### src/rtl/ram_responder.sv
// ram_responder: SIZE_RAM x 32-bit RAM answering level-held requests after LATENCY cycles.
// Define RAM_RESPONDER_WRITE_EN to enable writes; by default the memory is read-only (word i == i).
module ram_responder #(
    parameter int SIZE_RAM  = 4096,
    parameter int ADDR_BITS = 12,
    parameter int LATENCY   = 4
) (
    input  logic        clk,
    input  logic        rst,
    input  logic [31:0] data,
    input  logic [31:0] address,
    input  logic        mode,
    output logic [31:0] out,
    output logic        response
);

    typedef enum logic {IDLE = 1'b0, BUSY = 1'b1} state_t;

    localparam logic [7:0] LAST_CNT = 8'(LATENCY - 1);

    state_t               state_r;
    state_t               state_nx_s;
    logic [ADDR_BITS-1:0] idx_s;
    logic [ADDR_BITS-1:0] idx_r;
    logic                 mode_s;
    logic                 mode_r;
    logic [31:0]          data_s;
    logic [31:0]          data_r;
    logic                 tuple_vld_r;
    logic [7:0]           cnt_r;
    logic [7:0]           cnt_nx_s;
    logic [31:0]          out_r;
    logic [31:0]          out_nx_s;
    logic                 resp_r;
    logic                 resp_nx_s;
    logic [31:0]          rd_s;
    logic                 new_req_s;
    logic                 wr_s;

    assign idx_s = address[ADDR_BITS-1:0];

`ifdef RAM_RESPONDER_WRITE_EN
    logic [31:0] mem_s [SIZE_RAM];

    assign mode_s = mode;
    assign data_s = data;

    for (genvar i = 0; i < SIZE_RAM; i++) begin : g_word
        logic [31:0] word_r = 32'(i);

        // One storage word; outside the reset domain so contents survive rst.
        always_ff @(posedge clk) begin
            if (wr_s && (idx_r == ADDR_BITS'(i))) begin
                word_r <= data_r;
            end
        end

        assign mem_s[i] = word_r;
    end

    assign rd_s = mem_s[idx_r];
`else
    logic unused_s;

    // Read-only build: mode and data never reach the tuple, so word i always holds i.
    assign mode_s   = 1'b0;
    assign data_s   = 32'd0;
    assign rd_s     = 32'(idx_r);
    assign unused_s = ^{mode, data, wr_s};
`endif

    assign new_req_s = !tuple_vld_r || (idx_s != idx_r) || (mode_s != mode_r) || (data_s != data_r);

    // Next-state: a new tuple always restarts; otherwise BUSY counts up to completion.
    always_comb begin
        state_nx_s = state_r;
        cnt_nx_s   = cnt_r;
        out_nx_s   = out_r;
        resp_nx_s  = resp_r;
        wr_s       = 1'b0;
        if (new_req_s) begin
            state_nx_s = BUSY;
            cnt_nx_s   = 8'd0;
            resp_nx_s  = 1'b1;
        end else begin
            case (state_r)
                IDLE: begin
                    state_nx_s = IDLE;
                end
                BUSY: begin
                    if (cnt_r == LAST_CNT) begin
                        state_nx_s = IDLE;
                        resp_nx_s  = 1'b0;
                        wr_s       = mode_r;
                        out_nx_s   = mode_r ? data_r : rd_s;
                    end else begin
                        cnt_nx_s = cnt_r + 8'd1;
                    end
                end
                default: begin
                    state_nx_s = IDLE;
                    resp_nx_s  = 1'b0;
                end
            endcase
        end
    end

    // Control state, latched request tuple and registered outputs.
    always_ff @(posedge clk or posedge rst) begin
        if (rst) begin
            state_r     <= IDLE;
            tuple_vld_r <= 1'b0;
            idx_r       <= {ADDR_BITS{1'b0}};
            mode_r      <= 1'b0;
            data_r      <= 32'd0;
            cnt_r       <= 8'd0;
            out_r       <= 32'd0;
            resp_r      <= 1'b0;
        end else begin
            state_r <= state_nx_s;
            cnt_r   <= cnt_nx_s;
            out_r   <= out_nx_s;
            resp_r  <= resp_nx_s;
            if (new_req_s) begin
                tuple_vld_r <= 1'b1;
                idx_r       <= idx_s;
                mode_r      <= mode_s;
                data_r      <= data_s;
            end else begin
                tuple_vld_r <= tuple_vld_r;
            end
        end
    end

    assign out      = out_r;
    assign response = resp_r;

endmodule

### config.mk
export PLATFORM = sky130hd
export DESIGN_NAME = ram_responder
export DESIGN_NICKNAME = d
export VERILOG_FILES = /design/src/rtl/ram_responder.sv
export SDC_FILE = /design/constraint.sdc
export NUM_CORES = 1
export LEC_CHECK = 0
export CAP_MARGIN = 20
export CORE_ASPECT_RATIO = 1.5
export CORE_UTILIZATION = 40
export CTS_CLUSTER_SIZE = 8
export DETAILED_ROUTE_END_ITERATION = 16
export PLACE_DENSITY_LB_ADDON = 0.12
export SETUP_SLACK_MARGIN = 0.1
export SLEW_MARGIN = 20
export SYNTH_ARGS = -nofsm -noshare
export SYNTH_HDL_FRONTEND = slang
export SYNTH_SLANG_ARGS = --single-unit
export TNS_END_PERCENT = 5
### constraint.sdc
create_clock -name clk -period 5.1 [get_ports clk]
set_input_delay 1.02 -clock clk [delete_from_list [all_inputs] [get_ports clk]]
set_output_delay 1.02 -clock clk [all_outputs]
set_load 0.02 [all_outputs]
==> run metrics <==
Slew Limit Headroom=0.660; Rows=28; crit-path max FO=12; CTS tree=built; critical path's slowest cell=or4_4; Inst Count DP=197; Post-Syn Area=1660 µm²; Seq cells post-synth=35; Reg2Reg Capture Point=out[1]$_DFFE_PP0P_; Die Wd=between 50 and 60 µm; RSZ-0062 raised after global routing=no; Via-to-Cell Ratio=approximately 4.7; cell count after synthesis=140; clk root buf=clkbuf_8; # IOs=100; Critical Path End Type=flip-flop; synth warn=0; GRT Residual Overflow=0; Endpoint, Worst Hold=response$_DFFE_PP0P_; Slew @ Worst Pin=a little over 0.5 ns; largest net degree at the start of global routing=36; worst hold start=response$_DFFE_PP0P_; HPWL Detailed=about 2.0 mm; First DRT Iteration DRCs=7; pwr/cell area=between 200 and 300 nW/µm²; Clock Sinks=35; DRC violations left=0; final setup vio count=0; die extent in y=80.9 µm; I/O Buffers=26; Seq/Total Area, Yosys=0.528; Final Hold Vio Count=0; Post-Route Skew=0.00200 ns; total leakage power=roughly 0.88 nW; H-tree depth=2; Async S/R FF share, synth=1.00; Req. time, crit path=5.27 ns; Final Wtd Congestion=0.815; hold buffer count at CTS=0; Syn Area/Cell=11.9 µm²; P&R area growth vs syn=17.2%; share of layout cells above drive strength 1=0.138; core box area=3960 µm²; Reg-to-Reg Start=cnt_r[0]$_DFFE_PP0P_; Post-CTS Resized=0; Design Area, Final=1940 µm²; vias in the first global route=997; worst r2r path cells=5; Starting Density=0.419; Routed WL=2.71 mm; critical path launch point type=input port; status=complete, no violations; CP arrival=2.84 ns; GR Util All Layers=0.148; post-layout min period=2.67 ns; worst vdd ir=0.199 mV; antenna violations before repair=0; ANT nets after route=0; Slew Viols, Final=0; first-pass GRT wire length=4.59 mm; MaxCap Viol Count=0; die area=4410 µm²; diode count=0; dpl cell area=1840 µm²; Hold Crit Class=flip-flop to flip-flop; DR vias=958; critical path, cell by cell=clkdlybuf4s50_1 -> xnor2_1 -> nand3_1 -> or4_4 -> mux2_4; main flop type after synthesis=dfrtp_1; worst-skew pair later-pin latency=0.28 ns; Post-CTS Setup Bufs=0; Worst Hold Depth=1; final non-filler cell total=slightly above 200; R2R setup slack=2.75 ns; CP max stage delay=around 0.70 ns; cts bufs inserted=5; maximum clock frequency=~370 MHz; clk slew on worst S/H paths=0.07 ns; kind of critical path=input port to flip-flop; synth unique cells=27; total negative setup slack=0 ns; Layout Nets=227; Post-synth EDFFs=0; Tcrit/Tclk final=0.524; DR pass1 iterations=4; Max Root-Sink Buffers=2; Avg WL per Cell=around 13 µm
[power by group]
group / switching [mW] / internal [mW]
registers: 0.00357 / 0.283
clock network: 0.0930 / 0.123
logic: 0.0285 / 0.0168
[per-stage QoR]
step | util | power [mW] | setup slack, ns | hold slack, ns
detailed placement | 0.466 | 0.338 | 2.12 | 0.473
finish | 0.491 | 0.548 | 2.43 | 0.480
global route | 0.491 | 0.576 | 2.37 | 0.510
global placement | 0.466 | 0.337 | 2.12 | 0.467
floorplan | - | 0.334 | 2.71 | 0.502
CTS | 0.491 | 0.556 | 2.42 | 0.489
[worst max path at each step]
| stage | startpoint | endpoint | slack, ns | cells after the start |
|---|---|---|---|---|
| global route | address[2] | out[4]$_DFFE_PP0P_ | 2.37 | 5 |
| detailed placement | address[3] | out[6]$_DFFE_PP0P_ | 2.12 | 5 |
| finish | address[5] | out[1]$_DFFE_PP0P_ | 2.43 | 5 |
| CTS | address[6] | out[1]$_DFFE_PP0P_ | 2.42 | 5 |
| global placement | address[6] | out[8]$_DFFE_PP0P_ | 2.12 | 5 |
| floorplan | address[5] | out[0]$_DFFE_PP0P_ | 2.71 | 5 |
[layer usage]
metal / global-route usage / share of wire / vias up
li1: - / - / 450
met1: 0.170 / 0.42 / 467
met2: 0.237 / 0.50 / 33
met3: 0.0449 / 0.048 / 8
met4: 0.0795 / 0.029 / 0
met5: 0 / 0 / -
[registers in the layout (all words and copies together) (netlist names)]
| signal | cells |
|---|---|
| out | 12 |
| idx_r | 12 |
| cnt_r | 8 |
| response | 1 |
| tuple_vld_r | 1 |
| state_r | 1 |
[Yosys cell counts (2+ instances only)]
cell | instances | area share
nand2b_1 | 2 | 0.0075
xnor2_1 | 15 | 0.079
nand2_1 | 4 | 0.0090
nor2_1 | 10 | 0.023
buf_4 | 20 | 0.090
nand3_1 | 2 | 0.0060
mux2_2 | 2 | 0.014
dfrtp_1 | 35 | 0.53
clkbuf_1 | 13 | 0.029
nand4_1 | 7 | 0.026
mux2_4 | 10 | 0.090
conb_1 | 2 | 0.0045
xor2_1 | 4 | 0.021
[placed cells by master, fill, tap and decap left out]
cell / Yosys / layout
mux2_4: 10 / 10
mux2i_1: 1 / 1
conb_1: 2 / 21
nor4b_1: 1 / 1
mux2_2: 2 / 2
nand4_1: 7 / 7
nor3_1: 1 / 1
ha_1: 1 / 1
nor2_1: 10 / 10
or4_1: 1 / 1
nand2b_1: 2 / 2
o21ai_0: 1 / 1
o211ai_1: 1 / 1
xnor2_1: 15 / 15
a21o_1: 1 / 1
nand4b_1: 1 / 1
clkdlybuf4s50_1: 0 / 26
dfrtp_1: 35 / 35
clkbuf_1: 13 / 1
nand2_1: 4 / 4
clkbuf_8: 0 / 7
or3_1: 1 / 1
or4_4: 1 / 1
xor2_1: 4 / 4
inv_1: 1 / 1
buf_4: 20 / 1
or4b_4: 1 / 1
nand3_1: 2 / 2
[layout make-up]
class                      count  area [µm²]
timing repair buffer          27         268
tap                           45        56.3
inverter                       1        3.75
clock buffer                   8         100
sequential                    35         876
multi-input combinational     89         641
fill                         383        2010
[critical path, delay by kind of cell]
family | cells | cell delay [ns]
buffers and inverters | 1 | 0.50
and+or+nand+nor | 2 | 0.83
xor gates and xnor gates | 1 | 0.14
muxes | 1 | 0.34
[cell families after synthesis]
kind of cell	after synthesis	share of synthesized area
other	2	0.00453
xor gates and xnor gates	19	0.100
and+or+nand+nor	32	0.109
DFF	35	0.528
buffers and inverters	35	0.129
AOI/OAI and AO/OA	3	0.0121
adders and majority gates	1	0.00754
muxes	13	0.110
Power figures use the tool's default switching activity.
